`src/rtl/lif_layer_net.sv`:
```
// lif_layer_net: N_IN hidden leaky integrate-and-fire neurons, each fed by its
// own unsigned current, drive one output LIF neuron through programmable signed
// synaptic weights. Pipeline: current -> l1_spike (+1) -> weighted sum (+2) ->
// output neuron / spike_out / state_out (+3). All state freezes when en=0,
// except the weight table, which accepts writes regardless of en.
module lif_layer_net #(
    parameter int N_IN       = 8,
    parameter int IN_W       = 8,
    parameter int STATE_W    = 8,
    parameter int W_W        = 4,
    parameter int THRESH     = 32,
    parameter int OUT_THRESH = 4,
    parameter int LEAK_SHIFT = 3,
    parameter int REFRACT    = 2,
    parameter int DEFAULT_W  = 1,
    parameter int CNT_W      = 16
) (
    input  logic                   clk,
    input  logic                   rst,
    input  logic                   en,
    input  logic [N_IN*IN_W-1:0]   current,
    input  logic                   wr_en,
    input  logic [3:0]             wr_addr,
    input  logic [W_W-1:0]         wr_data,
    output logic [N_IN-1:0]        l1_spike,
    output logic                   spike_out,
    output logic [STATE_W-1:0]     state_out,
    output logic [CNT_W-1:0]       spike_count
);

    // Sum of up to N_IN signed weights cannot overflow at this width.
    localparam int SUM_W = W_W + $clog2(N_IN) + 1;
    localparam int RF_W  = (REFRACT > 0) ? $clog2(REFRACT + 1) : 1;
    // Hidden update: membrane plus current, one spare bit to detect saturation.
    localparam int HN_W  = ((IN_W > STATE_W) ? IN_W : STATE_W) + 1;
    // Output update: signed, room for a negative sum and a full membrane.
    localparam int ON_W  = ((SUM_W > STATE_W) ? SUM_W : STATE_W) + 2;

    localparam logic [STATE_W-1:0]     MEM_MAX = {STATE_W{1'b1}};
    localparam logic signed [ON_W-1:0] O_MAX   = {{(ON_W-STATE_W){1'b0}}, {STATE_W{1'b1}}};
    localparam logic [CNT_W-1:0]       CNT_MAX = {CNT_W{1'b1}};

    // Leak amount for one update; a zero shift means no leak at all.
    function automatic logic [STATE_W-1:0] leak_of(input logic [STATE_W-1:0] m);
        if (LEAK_SHIFT > 0) begin
            leak_of = m >> LEAK_SHIFT;
        end else begin
            leak_of = '0;
        end
    endfunction

    // Hidden layer state
    logic [STATE_W-1:0]     mem_r      [N_IN];
    logic [RF_W-1:0]        refr_r     [N_IN];
    logic [N_IN-1:0]        l1_spike_r;
    logic [STATE_W-1:0]     mem_nxt_s  [N_IN];
    logic [RF_W-1:0]        refr_nxt_s [N_IN];
    logic [N_IN-1:0]        spk_nxt_s;
    logic [HN_W-1:0]        h_raw_s    [N_IN];
    logic [STATE_W-1:0]     h_clip_s   [N_IN];

    // Synapses and sum stage
    logic [W_W-1:0]         w_r        [N_IN];
    logic signed [SUM_W-1:0] sum_r;
    logic signed [SUM_W-1:0] sum_nxt_s;

    // Output neuron
    logic [STATE_W-1:0]     out_mem_r;
    logic [RF_W-1:0]        out_refr_r;
    logic                   spike_out_r;
    logic [CNT_W-1:0]       spike_count_r;
    logic signed [ON_W-1:0] o_mem_ext_s;
    logic signed [ON_W-1:0] o_leak_ext_s;
    logic signed [ON_W-1:0] o_in_ext_s;
    logic signed [ON_W-1:0] o_raw_s;
    logic [STATE_W-1:0]     o_clip_s;
    logic [STATE_W-1:0]     out_mem_nxt_s;
    logic [RF_W-1:0]        out_refr_nxt_s;
    logic                   out_spk_nxt_s;
    logic [CNT_W-1:0]       cnt_nxt_s;

    // Hidden neurons: leak, integrate with saturation, fire and subtract threshold.
    always_comb begin
        for (int i = 0; i < N_IN; i++) begin
            h_raw_s[i] = HN_W'(mem_r[i]) - HN_W'(leak_of(mem_r[i]))
                       + HN_W'(current[i*IN_W +: IN_W]);
            if (h_raw_s[i] > HN_W'(MEM_MAX)) begin
                h_clip_s[i] = MEM_MAX;
            end else begin
                h_clip_s[i] = h_raw_s[i][STATE_W-1:0];
            end
            if (refr_r[i] != '0) begin
                mem_nxt_s[i]  = mem_r[i];
                refr_nxt_s[i] = refr_r[i] - RF_W'(1);
                spk_nxt_s[i]  = 1'b0;
            end else if (h_clip_s[i] >= STATE_W'(THRESH)) begin
                mem_nxt_s[i]  = h_clip_s[i] - STATE_W'(THRESH);
                refr_nxt_s[i] = RF_W'(REFRACT);
                spk_nxt_s[i]  = 1'b1;
            end else begin
                mem_nxt_s[i]  = h_clip_s[i];
                refr_nxt_s[i] = '0;
                spk_nxt_s[i]  = 1'b0;
            end
        end
    end

    // Weighted sum of the registered hidden spikes, weights sign-extended.
    always_comb begin
        sum_nxt_s = '0;
        for (int i = 0; i < N_IN; i++) begin
            if (l1_spike_r[i]) begin
                sum_nxt_s = sum_nxt_s + {{(SUM_W-W_W){w_r[i][W_W-1]}}, w_r[i]};
            end else begin
                sum_nxt_s = sum_nxt_s;
            end
        end
    end

    // Output neuron: signed integrate clamped to [0, MEM_MAX], then fire/refractory.
    always_comb begin
        o_mem_ext_s  = {{(ON_W-STATE_W){1'b0}}, out_mem_r};
        o_leak_ext_s = {{(ON_W-STATE_W){1'b0}}, leak_of(out_mem_r)};
        o_in_ext_s   = {{(ON_W-SUM_W){sum_r[SUM_W-1]}}, sum_r};
        o_raw_s      = o_mem_ext_s - o_leak_ext_s + o_in_ext_s;
        if (o_raw_s[ON_W-1]) begin
            o_clip_s = '0;
        end else if (o_raw_s > O_MAX) begin
            o_clip_s = MEM_MAX;
        end else begin
            o_clip_s = o_raw_s[STATE_W-1:0];
        end
        if (out_refr_r != '0) begin
            out_mem_nxt_s  = out_mem_r;
            out_refr_nxt_s = out_refr_r - RF_W'(1);
            out_spk_nxt_s  = 1'b0;
        end else if (o_clip_s >= STATE_W'(OUT_THRESH)) begin
            out_mem_nxt_s  = o_clip_s - STATE_W'(OUT_THRESH);
            out_refr_nxt_s = RF_W'(REFRACT);
            out_spk_nxt_s  = 1'b1;
        end else begin
            out_mem_nxt_s  = o_clip_s;
            out_refr_nxt_s = '0;
            out_spk_nxt_s  = 1'b0;
        end
        if (out_spk_nxt_s && (spike_count_r != CNT_MAX)) begin
            cnt_nxt_s = spike_count_r + CNT_W'(1);
        end else begin
            cnt_nxt_s = spike_count_r;
        end
    end

    // Neuron, sum and counter state: cleared on reset, advanced only when enabled.
    always_ff @(posedge clk) begin
        if (rst) begin
            for (int i = 0; i < N_IN; i++) begin
                mem_r[i]  <= '0;
                refr_r[i] <= '0;
            end
            l1_spike_r    <= '0;
            sum_r         <= '0;
            out_mem_r     <= '0;
            out_refr_r    <= '0;
            spike_out_r   <= 1'b0;
            spike_count_r <= '0;
        end else if (en) begin
            for (int i = 0; i < N_IN; i++) begin
                mem_r[i]  <= mem_nxt_s[i];
                refr_r[i] <= refr_nxt_s[i];
            end
            l1_spike_r    <= spk_nxt_s;
            sum_r         <= sum_nxt_s;
            out_mem_r     <= out_mem_nxt_s;
            out_refr_r    <= out_refr_nxt_s;
            spike_out_r   <= out_spk_nxt_s;
            spike_count_r <= cnt_nxt_s;
        end else begin
            l1_spike_r    <= l1_spike_r;
            spike_out_r   <= spike_out_r;
        end
    end

    // Weight table: reset to the default weight, out-of-range addresses never match.
    always_ff @(posedge clk) begin
        if (rst) begin
            for (int i = 0; i < N_IN; i++) begin
                w_r[i] <= W_W'(DEFAULT_W);
            end
        end else begin
            for (int i = 0; i < N_IN; i++) begin
                if (wr_en && (wr_addr == 4'(i))) begin
                    w_r[i] <= wr_data;
                end else begin
                    w_r[i] <= w_r[i];
                end
            end
        end
    end

    assign l1_spike    = l1_spike_r;
    assign spike_out   = spike_out_r;
    assign state_out   = out_mem_r;
    assign spike_count = spike_count_r;

endmodule

```
`config.mk`:
```
export PLATFORM = sky130hd
export DESIGN_NAME = lif_layer_net
export DESIGN_NICKNAME = d
export VERILOG_FILES = /design/src/rtl/lif_layer_net.sv
export SDC_FILE = /design/constraint.sdc
export NUM_CORES = 1
export LEC_CHECK = 0
export BUFFER_PORTS_ARGS = -buffer_cell sky130_fd_sc_hd__buf_2
export CAP_MARGIN = 15
export CORE_MARGIN = 3
export CORE_UTILIZATION = 56
export CTS_CLUSTER_SIZE = 25
export DETAILED_ROUTE_END_ITERATION = 16
export GPL_TIMING_DRIVEN = 0
export PLACE_DENSITY = 0.83
export SLEW_MARGIN = 20
export SYNTH_ARGS = -nofsm -noshare
export SYNTH_HDL_FRONTEND = slang
export SYNTH_SLANG_ARGS = --single-unit
```
`constraint.sdc`:
```
create_clock -name clk -period 8.2 [get_ports clk]
set_clock_uncertainty 0.1 [all_clocks]
set_input_delay 0.82 -clock clk [delete_from_list [all_inputs] [get_ports clk]]
set_output_delay 0.82 -clock clk [all_outputs]
set_load 0.05 [all_outputs]
```
Word-level counts from Yosys, hierarchy flattened
Memory sizes are Yosys's and may differ from the RTL's.
Index checks and enable logic that the tools add are counted.
- multiplexer cells: 156
- eq/ne operators: 8
- reduce and logical (&&, ||, !) cells: 21
- add/sub/neg operators: 44
- bitwise gates (word level): 33
- magnitude comparators: 18
- operators with widths (operator ; count):
    8-bit 2-to-1 mux ; 43
    8-bit by 5-bit subtractor with 9-bit output ; 9
    9-bit by 8-bit adder with 9-bit output ; 8
    9-bit by 8-bit > comparator with 1-bit output, second input constant ; 8
    1-bit 2-to-1 mux ; 71
    8-bit by 6-bit >= comparator with 1-bit output, second input constant ; 8
    4-bit 2-to-1 mux ; 16
    8-bit by 6-bit subtractor with 8-bit output, second input constant ; 8
    8-bit adder ; 7
    2-bit 2-to-1 mux ; 26
    1-bit bitwise OR ; 32
    2-bit nonzero test ; 9
    2-bit by 1-bit subtractor with 2-bit output, second input constant ; 9
    16-bit by 1-bit adder with 16-bit output, second input constant ; 1
    4-bit by 3-bit equality test with 1-bit output, second input constant ; 4
    16-bit inequality test, second input constant ; 1
    9-bit by 8-bit adder with 10-bit output ; 1
    10-bit by 9-bit > comparator with 1-bit output, second input constant ; 1
    1-bit logical AND ; 9
    4-bit by 2-bit equality test with 1-bit output, second input constant ; 2
    8-bit by 3-bit >= comparator with 1-bit output, second input constant ; 1
    8-bit by 3-bit subtractor with 8-bit output, second input constant ; 1
    4-bit by 1-bit equality test with 1-bit output, second input constant ; 1
    4-bit logical NOT ; 1
    2 further kinds ; 3
- memory bits (writable): 112
- bits of input ports: 76
- memories kept: 3
- logic and storage cells: 289
- register bits: 43
- output and inout bits: 33
- memory list (name ; depth ; bits a word ; rd ports ; clocked after memory_dff ; wr ports ; line ; source):
    mem_r ; 8 ; 8 ; 8 ; 0 ; 8 ; 53 ; logic [STATE_W-1:0] mem_r [N_IN];
    w_r ; 8 ; 4 ; 8 ; 0 ; 8 ; 63 ; logic [W_W-1:0] w_r [N_IN];
    refr_r ; 8 ; 2 ; 8 ; 0 ; 8 ; 54 ; logic [RF_W-1:0] refr_r [N_IN];

Longest topological paths before layout
Gate-level depths: netlist of run 1.
An unclocked memory read counts as a cell.
- depth after elaboration: 16
- gate-level depth with buffers: 45
- depth with buffers taken out: 45

Least setup slack after synthesis of run 1
Ideal clock, no wire load.
- path type: reg2reg
- start point: reg l1_spike_r[0] (netlist: l1_spike[0])
- end point: reg sum_r[7]
- arrival time: 8.204 ns
- buffers on the path: 0
- data required time: 8.025 ns
- clock period less this slack: 8.379 ns
- slack: -0.179 ns
- stages on the path, launching flop included: 44
- library setup time: 0.075 ns
- cell sequence: dfxtp_1 nand2_1 inv_1 ha_1 a21o_1 a21o_1 fa_1 nand2_1 o21ai_1 ha_1 xor2_1 mux2_2 ha_1 o21ai_1 a21oi_1 o21ai_0 and2_1 ha_1 (+8 left out) nand2_1 o21ai_0 nor2_1 xor2_1 nand2_1 o31a_1 o31ai_1 inv_1 ha_1 or2_2 a21oi_1 a31oi_1 xor2_1 nand2_1 xnor2_1 xnor2_1 xnor3_1 o21ai_0
- word-level cells in the longest chain between the ends: 15
- RTL lines (what ; line ; source):
    from (decl) ; 55 ; logic [N_IN-1:0] l1_spike_r;
    from (signal assigned) ; 171 ; l1_spike_r <= spk_nxt_s;
    from (signal assigned) ; 178 ; l1_spike_r <= l1_spike_r;
    8-bit 2-to-1 mux * ; 112 ; if (l1_spike_r[i]) begin
    8-bit adder ; 113 ; sum_nxt_s = sum_nxt_s + {{(SUM_W-W_W){w_r[i][W_W-1]}}, w_r[i]};
    8-bit 2-to-1 mux * ; 112 ;
    8-bit adder ; 113 ;
    8-bit 2-to-1 mux * ; 112 ;
    8-bit adder ; 113 ;
    8-bit 2-to-1 mux * ; 112 ;
    8-bit adder ; 113 ;
    8-bit 2-to-1 mux * ; 112 ;
    8-bit adder ; 113 ;
    8-bit 2-to-1 mux * ; 112 ;
    8-bit adder ; 113 ;
    8-bit 2-to-1 mux * ; 112 ;
    8-bit adder ; 113 ;
    8-bit 2-to-1 mux * ; 112 ;
    to (signal assigned) ; 172 ; sum_r <= sum_nxt_s;
    to (decl) ; 64 ; logic signed [SUM_W-1:0] sum_r;
Mark *: on every way between the ends. The rest lies on a longest branch, timed or not.
A chain may end at the register's enable or synchronous reset.

Worst setup path in the final report of run 1
Ends and elaborated chain as after synthesis.

==> results of run 1 <==
-- layout by cell type (no fill, tap or decap), drive strengths merged, types with 4 or more instances in the layout --
cell type and n:
inv 320, ha 167, nor2 157, buf 141, edfxtp 112, a21oi 100
xnor2 66, nand2 62, fa 50, o21ai 49, xor2 46, dfxtp 43
nor2b 43, a21o 37, clkbuf 37, nor3 29, o31ai 25, nand3 23
mux2 21, or3 18, or2 17, o21bai 13, o21a 13, and3 9
mux2i 9, nand2b 8, a31o 8, and2 8, o41ai 8, o211ai 7
a211oi 7, a31oi 6, nand4 4, a211o 4, o32ai 4, o31a 4
-- registers in the layout, summed over array words and instances (netlist names) --
register / cells
out_refr_r: 2
state_out: 8
refr_r: 16
sum_r: 8
l1_spike: 8
spike_out: 1
spike_count: 16
mem_r: 64
w_r: 32
-- area by class of cell --
cell class	instances	area, sq um
clock inverters	15	146
diodes	2	5.00
repair buffers	133	728
flip-flops and latches	155	4230
fillers	1873	8150
multi-input cells	1060	8960
well taps	324	405
inverters	307	1150
plain buffers	28	125
clock buffers	17	425
-- metrics by stage --
| step | cell area [sq um] | setup WS [ps] | cells | utilization [%] | hold WS [ps] |
|---|---|---|---|---|---|
| final | 16200 | -129 | 2041 | 66.5 | 367 |
| after global routing | 16200 | -338 | 2040 | 66.5 | 385 |
| after CTS | 15700 | 11.5 | 2019 | 64.4 | 366 |
| after global placement | 14800 | -636 | 1982 | 61.0 | 353 |
| after floorplan | 13900 | 47.8 | 1550 | - | 327 |
| after detailed placement | 14900 | -872 | 1982 | 61.1 | 350 |
-- cell families after synthesis --
family | Yosys count | share of synthesized area [%]
fa+ha+maj | 217 | 22.3
flops | 155 | 30.4
xor+xnor | 113 | 7.22
simple gates | 390 | 13.4
compound gates | 310 | 15.2
buf+inv | 335 | 9.20
mux | 30 | 2.35
-- worst max-delay path: cells and delay by family, from the launching register on --
kind	cells	cell delay [ps]
adder cells (fa/ha/maj)	8	2500
AO/OA/AOI/OAI	13	1800
AND/OR/NAND/NOR	11	1280
XOR/XNOR	6	1110
multiplexers	3	790
flip-flops	1	370
buffers and inverters	4	300
-- metal layers --
metal / vias to the layer above / GRT usage, %
met5: - / 0
met4: 2 / 7.73
met3: 87 / 3.47
met2: 392 / 41.7
met1: 5470 / 28.3
li1: 5539 / -
-- what timing repair did --
action | in CTS | in global routing
resized for setup | 36 | 57
setup endpoints to repair | 1 | 1
pin swaps | 6 | 38
setup buffers | 5 | 20
-- final timing paths --
check                                         startpoint                      to  slack [ps]  cells past startpoint
worst min register to register    spike_out$_SDFFE_PP0P_  spike_out$_SDFFE_PP0P_         370                      2
worst max-delay path            l1_spike[0]$_SDFFE_PP0P_   sum_r[7]$_SDFFE_PP0P_        -130                     45
worst min-delay path              spike_out$_SDFFE_PP0P_  spike_out$_SDFFE_PP0P_         370                      2
worst max register to register  l1_spike[0]$_SDFFE_PP0P_   sum_r[7]$_SDFFE_PP0P_        -130                     45
==> summary.md, run 1 <==
| Metric | Value |
|---|---|
| Outcome | `finished, violations left` |
| Failing checks | `negative setup slack` |
| Total core area | `24,300 sq um` |
| Crit path required time | `8460 ps` |
| Largest net degree at the start of global routing | `22` |
| Total Wirelength | `33,100 um` |
| Worst Tran Pin Value | `1010 ps` |
| GPL Wtd Cong | `0.922` |
| DP Wirelength | `23,800 um` |
| CP max FO | `5` |
| Netlist area before placement | `13,900 sq um` |
| Synth Flop Type | `edfxtp_1` |
| Reg clk slew, reported paths | `80 ps` |
| Crit path DAT | `8590 ps` |
| Fmax | `120 MHz` |
| Max Cap Viol | `0` |
| M1 WL | `13,700 um` |
| Slew Limit Fails | `0` |
| Synth area leader | `edfxtp_1` |
| Number of enable flip-flop cells after synthesis | `112` |
| Routed vias/inst | `5.63` |
| Vias in the first global route | `11,100` |
| Crit path kind | `reg2reg` |
| Register area share after synthesis | `30.4%` |
| Asr flop ratio synth | `0%` |
| Ports | `109` |
| Avg WL per Cell | `16.2 um` |
| Final setup viols | `1` |
| CTS sink count | `155` |
| Synth Register Bits | `155` |
| CP Capture Type | `flip-flop` |
| 1st-iter DRT viols | `752` |
| Top sig layer | `met5` |
| Final worst slack | `-129 ps` |
| Die area | `26,700 sq um` |
| Routed met3 length | `1740 um` |
| Gr usage total | `23.2%` |
| Starting density of the core | `57.1%` |
| Synth Net Count | `1,843` |
| Rel. slew slack | `32.3%` |
| Fin crit share | `102%` |
| First-pass GRT wire length | `50,600 um` |
| CP max stage delay | `530 ps` |
| Gr ovfl total | `0` |
| Final TNS setup | `-129 ps` |
| Share of cells above drive strength 1 | `17.7%` |
| Final Hold Viols | `0` |
| Chip Height | `163 um` |
| Ys Warns | `0` |
| WL met2 | `16,700 um` |
| Post-Syn Instances | `1,550` |
| Clock Path Buffers | `2` |
| Clock Root Buffer | `clkbuf_16` |
| CTS tree | `built` |
| Cts hold-fix bufs | `0` |
| HP Class | `reg2reg` |
| Later-pin clock latency in the skew report | `440 ps` |
| Vias after detailed routing | `11,500` |
| Initial antenna violation count | `2` |
| Max stage delay cell, worst path | `fa_2` |
| RSZ-0062 raised after global routing | `true` |
| DRC viols | `0` |
| Synth top area cells | `edfxtp_1 24%, ha_1 15%, inv_1 8.3%` |
| Antenna Nets Post-Route | `0` |
| DRT Pass-1 Iters | `5` |
| Area growth, synth to finish | `16.4%` |
| Fin nets | `1,995` |
| Yosys top cell area share | `24.2%` |
| IO buf count | `108` |
| Startpoint types | `flip-flop` |
| Synth Area per Inst | `8.96 sq um` |
| CTS H-Tree Depth | `4` |
| Tmin final | `8330 ps` |
| Most numerous cell in the Yosys netlist | `inv_1` |
| CTS buffer count | `17` |
| Count of cell types in the netlist | `74` |
| Post-synth top cells | `306 x inv_1, 167 x ha_1, 157 x nor2_1, 112 x edfxtp_1, 98 x a21oi_1` |
| CP dominant cell by count | `ha_4` |
| Die Wd | `163 um` |
| # rows | `57` |
Power of run 1 is not shown: default switching activity piles up to over one toggle a cycle in this logic, so the estimate is an artifact.
==> run 2, diff against run 1 <==
--- a/config.mk
+++ b/config.mk
@@ -11,7 +11,6 @@
 export CORE_UTILIZATION = 56
 export CTS_CLUSTER_SIZE = 25
 export DETAILED_ROUTE_END_ITERATION = 16
-export GPL_TIMING_DRIVEN = 0
 export PLACE_DENSITY = 0.83
 export SLEW_MARGIN = 20
 export SYNTH_ARGS = -nofsm -noshare
==> run 2 against run 1 <==
  * The flow now finishes without violations
  * First-iteration DRC count increased by 8.0%
  * Critical path depth decreased by 3
  * Die area unchanged
  * Wire length decreased by 4.1%
  * Highest routed layer unchanged
==> summary.md, run 2 (synthesis gave the netlist of run 1 again) <==
| Metric | Value |
|---|---|
| Dpl ws | `-224 ps (+648 ps)` |
| 1st-iter DRT viols | `812 (+8.0%)` |
| Gr ovfl total | `0 (unchanged)` |
| DRT Pass-1 Iters | `6 (+1)` |
| Met3 Use GR | `4.57% (+1.1 points)` |
| Fin crit share | `98.8% (-2.8 points)` |
| Cts hold-fix bufs | `0 (unchanged)` |
| WP buf/inv | `4 (unchanged)` |
| Reg clk slew, reported paths | `80 ps (about the same)` |
| Die area | `26,700 sq um (unchanged)` |
| GR Util met1 | `27.8% (-0.48 points)` |
| CTS H-Tree Depth | `4 (unchanged)` |
| Avg WL per Cell | `15.6 um (-3.4%)` |
| Flip-flop count of the largest register after layout | `64 (unchanged)` |
| IO buf count | `108 (unchanged)` |
| Share of cells above drive strength 1 | `18.0% (+0.32 points)` |
| Ports | `109 (unchanged)` |
| Outcome | `finished, final reports clean` |
| Chip Height | `163 um (unchanged)` |
| Total core area | `24,300 sq um (unchanged)` |
| Biggest regs | `mem_r: 64 flops, w_r: 32 flops` |
| Most common cell after layout, fill and taps aside | `inv_1` |
| Filler cells | `1,899 (+1.4%)` |
| Final TNS setup | `0 ps (+129 ps)` |
| CP Capture Type | `flip-flop` |
| Largest net degree at the start of global routing | `77 (+250%)` |
| Tmin final | `8100 ps (-229 ps)` |
| Worst Tran Pin Value | `1050 ps (+40.9 ps)` |
| Util after Layout | `66.2% (-0.31 points)` |
| Final setup viols | `0 (-1)` |
| Fmax | `123 MHz (+2.8%)` |
| Critical path's top delay family | `compound AO/OA/AOI/OAI gates` |
| DRC viols | `0 (unchanged)` |
| CTS sink count | `155 (unchanged)` |
| Clock Path Buffers | `2 (unchanged)` |
| Slew Limit Fails | `0 (unchanged)` |
| Rel. slew slack | `28.9% (-3.4 points)` |
| # rows | `57 (unchanged)` |
| Crit path required time | `8460 ps (about the same)` |
| CP max stage delay | `480 ps (-50 ps)` |
| Met2 usage | `40.5% (-1.3 points)` |
| CTS tree | `built` |
| Antenna Nets Post-Route | `0 (unchanged)` |
| Die Wd | `163 um (unchanged)` |
| Crit path kind | `reg2reg` |
| CP max FO | `4 (-1)` |
| Clock Root Buffer | `clkbuf_16` |
| Vias after detailed routing | `11,300 (-1.9%)` |
| Startpoint types | `flip-flop` |
| Max Cap Viol | `0 (unchanged)` |
| Leading cell types in the layout, fill and taps excluded | `303 x inv_1, 153 x nor2_1, 147 x ha_1` |
| Hold slack | `371 ps (+3.93 ps)` |
| Top Usage Layer GRT | `met2` |
| Fin nets | `1,981 (-0.70%)` |
| Final Hold Viols | `0 (unchanged)` |
| Area growth, synth to finish | `15.9%` |
| Starting density of the core | `57.1% (unchanged)` |
| Total Wirelength | `31,700 um (-4.1%)` |
| DP Wirelength | `22,600 um (-4.9%)` |
| CP dominant cell by count | `ha_4` |
| Vias in the first global route | `11,000 (-0.32%)` |
| GPL Wtd Cong | `0.870 (-5.6%)` |
| Crit path DAT | `8360 ps (-230 ps)` |
| Gr usage total | `22.8% (-0.33 points)` |
| HP Class | `reg2reg` |
| CTS buffer count | `17 (unchanged)` |
| Initial antenna violation count | `3 (+1)` |
| Final worst slack | `100 ps (+229 ps)` |
| Routed vias/inst | `5.56 (-1.2%)` |
| Max stage delay cell, worst path | `fa_1` |
| First-pass GRT wire length | `50,200 um (-0.74%)` |
| Top reg by flops | `mem_r` |
| Later-pin clock latency in the skew report | `440 ps (about the same)` |
## run 2: cell count changes in the layout (fill, tap and decap cells not counted), sizes merged
| cell | delta |
|---|---|
| clkbuf | -17 |
| buf | +6 |
| clkinv | +4 |
| inv | -7 |
## run 2: worst reg2reg max path, delay by kind of cell, from the launching register on
kind	cells	cell delay, ps
and+or+nand+nor	7	790
xor gates and xnor gates	7	1190
AOI/OAI and AO/OA	15	2530
muxes	1	290
buffers and inverters	4	370
adders and majority gates	8	2380
DFF	1	370
## run 2: repair_timing
action | 4_1_cts | 5_1_grt
hold endpoints to repair | 0 | 0
setup endpoints to repair | 1 | 1
gates cloned | 0 | 0
setup buffers | 1 | 13
pin swaps | 6 | 36
gates resized for setup | 22 | 63
## run 2: metrics by stage
stage	instance area (sq um)	std cells
2_1_floorplan	13900	1550
3_3_place_gp	14900	1979
3_5_place_dp	14900	1979
4_1_cts	15600	2012
5_1_grt	16100	2027
6_report	16100	2027
## run 2: final cells by class
cell class	instances	area [sq um]	area share (%)
clock buffers	20	500	3.11
clock inverters	12	114	0.707
flip-flops and latches	155	4230	26.3
repair buffers	147	837	5.20
well taps	324	405	2.52
diodes	2	5.00	0.0311
inverters	307	1150	7.16
multi-input cells	1060	8850	55.0
## run 2: final timing paths
| kind | to | start | cells past startpoint | slack (ps) |
|---|---|---|---|---|
| hold reg to reg | sum_r[2]$_SDFFE_PP0P_ | sum_r[2]$_SDFFE_PP0P_ | 2 | 370 |
| setup reg to reg | sum_r[7]$_SDFFE_PP0P_ | w_r[0][1]$_SDFFCE_PN0P_ | 42 | 100 |
| hold / removal | sum_r[2]$_SDFFE_PP0P_ | sum_r[2]$_SDFFE_PP0P_ | 2 | 370 |
| setup / recovery | sum_r[7]$_SDFFE_PP0P_ | w_r[0][1]$_SDFFCE_PN0P_ | 42 | 100 |
## run 2: routing by layer
metal / share of wire (%) / vias up
li1: - / 5514
met1: 42 / 5296
met2: 50 / 368
met3: 5.4 / 89
met4: 2.8 / 2
met5: 0.041 / -
Power of run 2 is left out for the same reason.
==> run 3, diff against run 2 <==
--- a/config.mk
+++ b/config.mk
@@ -11,7 +11,7 @@
 export CORE_UTILIZATION = 56
 export CTS_CLUSTER_SIZE = 25
 export DETAILED_ROUTE_END_ITERATION = 16
-export PLACE_DENSITY = 0.83
+export PLACE_DENSITY = 0.8
 export SLEW_MARGIN = 20
 export SYNTH_ARGS = -nofsm -noshare
 export SYNTH_HDL_FRONTEND = slang
==> run 3 against run 2 <==
  * Maximum frequency is 0.52% higher
  * Sequential cell count stayed put
  * Cell count is 0.25% lower
  * Utilization is 0.082 points lower
  * Cell area is 0.12% lower
  * First-iteration DRC count is 26% lower
  * Critical path depth is 2 higher
  * Critical path type unchanged
  * Largest cell class unchanged
==> summary.md, run 3 (synthesis gave the netlist of run 1 again) <==
| Metric | Value |
|---|---|
| Outcome | `finished, final reports clean` |
| Fin nets | `1,978 (-0.15%)` |
| Most common cell after layout, fill and taps aside | `inv_1` |
| DRC viols | `0 (unchanged)` |
| Routed met3 length | `1410 um (-18%)` |
| Total Wirelength | `30,600 um (-3.6%)` |
| Crit path kind | `reg2reg` |
| Total core area | `24,300 sq um (unchanged)` |
| 1st-iter DRT viols | `600 (-26%)` |
| Largest net degree at the start of global routing | `77 (unchanged)` |
| Share of cells above drive strength 1 | `17.9% (-0.14 points)` |
| Die Wd | `163 um (unchanged)` |
| Final Hold Viols | `0 (unchanged)` |
| Gr usage total | `22.1% (-0.75 points)` |
| CTS sink count | `155 (unchanged)` |
| Vias in the first global route | `10,600 (-4.0%)` |
| CTS tree | `built` |
| Reg clk slew, reported paths | `60 ps (-20 ps)` |
| Fin crit share | `98.3% (-0.51 points)` |
| Max Cap Viol | `0 (unchanged)` |
| CP Capture Type | `flip-flop` |
| CTS buffer count | `17 (unchanged)` |
| Starting density of the core | `57.1% (unchanged)` |
| Initial antenna violation count | `0 (-3)` |
| Top sig layer | `met4` |
| Cts hold-fix bufs | `0 (unchanged)` |
| Startpoint types | `flip-flop` |
| DP Wirelength | `22,200 um (-1.8%)` |
| Diode count | `0 (-2)` |
| Fmax | `124 MHz (+0.52%)` |
| Ports | `109 (unchanged)` |
| Tmin final | `8060 ps (-41.8 ps)` |
| Later-pin clock latency in the skew report | `430 ps (about the same)` |
| First-pass GRT wire length | `48,500 um (-3.4%)` |
| Worst Tran Pin Value | `987 ps (-65.9 ps)` |
| Dpl ws | `-383 ps (-159 ps)` |
| Clock Path Buffers | `2 (unchanged)` |
| Crit path DAT | `8320 ps (-40 ps)` |
| Crit path required time | `8460 ps (about the same)` |
| Final TNS setup | `0 ps (unchanged)` |
| Final setup viols | `0 (unchanged)` |
| WL met2 | `15,400 um (-2.1%)` |
| Util after Layout | `66.1% (-0.082 points)` |
| Vias after detailed routing | `11,100 (-1.6%)` |
| DRT Pass-1 Iters | `5 (-1)` |
| Chip Height | `163 um (unchanged)` |
| HP Class | `reg2reg` |
| Rel. slew slack | `33.4% (+4.5 points)` |
| Final worst slack | `142 ps (+41.8 ps)` |
| CP max stage delay | `540 ps (+60 ps)` |
| Max stage delay cell, worst path | `fa_2` |
| M1 WL | `12,900 um (-3.5%)` |
| GPL Wtd Cong | `0.889 (+2.1%)` |
| CTS H-Tree Depth | `4 (unchanged)` |
| Antenna Nets Post-Route | `0 (unchanged)` |
| Routed vias/inst | `5.49 (-1.3%)` |
| Dpl cell area | `14,900 sq um (-0.13%)` |
| # rows | `57 (unchanged)` |
| Area growth, synth to finish | `15.7%` |
| Die area | `26,700 sq um (unchanged)` |
| Flip-flop count of the largest register after layout | `64 (unchanged)` |
| CP max FO | `3 (-1)` |
| Avg WL per Cell | `15.1 um (-3.4%)` |
| Leading cell types in the layout, fill and taps excluded | `302 x inv_1, 156 x nor2_1, 149 x ha_1` |
| Gr ovfl total | `0 (unchanged)` |
| Clock Root Buffer | `clkbuf_16` |
| Biggest regs | `mem_r: 64 flops, w_r: 32 flops` |
| Slew Limit Fails | `0 (unchanged)` |
| IO buf count | `108 (unchanged)` |
| Final instance area | `16,100 sq um (-0.12%)` |
| Top reg by flops | `mem_r` |
-- run 3: cell type report --
type | instances | area (sq um)
clock inverter | 10 | 96.3
sequential | 155 | 4230
inverter | 307 | 1150
multi-input combinational | 1060 | 8850
timing repair buffer | 144 | 811
fill | 1947 | 8240
clock buffer | 22 | 528
tap | 324 | 405
-- run 3: worst paths after layout --
kind / depth (start not counted) / end / slack, ps / start
setup / recovery: 44 / sum_r[7]$_SDFFE_PP0P_ / 140 / w_r[0][0]$_SDFFCE_PN1P_
hold / removal: 2 / sum_r[2]$_SDFFE_PP0P_ / 360 / sum_r[2]$_SDFFE_PP0P_
setup reg to reg: 44 / sum_r[7]$_SDFFE_PP0P_ / 140 / w_r[0][0]$_SDFFCE_PN1P_
hold reg to reg: 2 / sum_r[2]$_SDFFE_PP0P_ / 360 / sum_r[2]$_SDFFE_PP0P_
-- run 3: stage by stage --
| stage | hold WS (ps) | instances |
|---|---|---|
| after detailed placement | 355 | 1977 |
| after CTS | 365 | 2010 |
| after floorplan | 327 | 1550 |
| final | 364 | 2022 |
| after global routing | 404 | 2022 |
| after global placement | 352 | 1977 |
-- run 3: repair_timing --
action	CTS	global route
hold endpoints to repair	0	0
gates resized for setup	13	70
pin swaps	5	25
endpoints found under the setup margin	1	1
buffers inserted	1	12
-- run 3: critical path: cells and delay by family (launching register included) --
family	cells	cell delay (ps)
muxes	2	450
and+or+nand+nor	9	1080
buffers and inverters	5	440
adders and majority gates	8	2520
xor gates and xnor gates	7	1200
AOI/OAI and AO/OA	13	1820
DFF	1	360
-- run 3: routing by layer --
metal  vias to the layer above  global-route usage [%]
met5                         -                       0
met4                         0                    7.23
met3                        81                    3.42
met2                       296                    39.0
met1                      5208                    27.6
li1                       5509                       -
Power of run 3 is left out for the same reason.
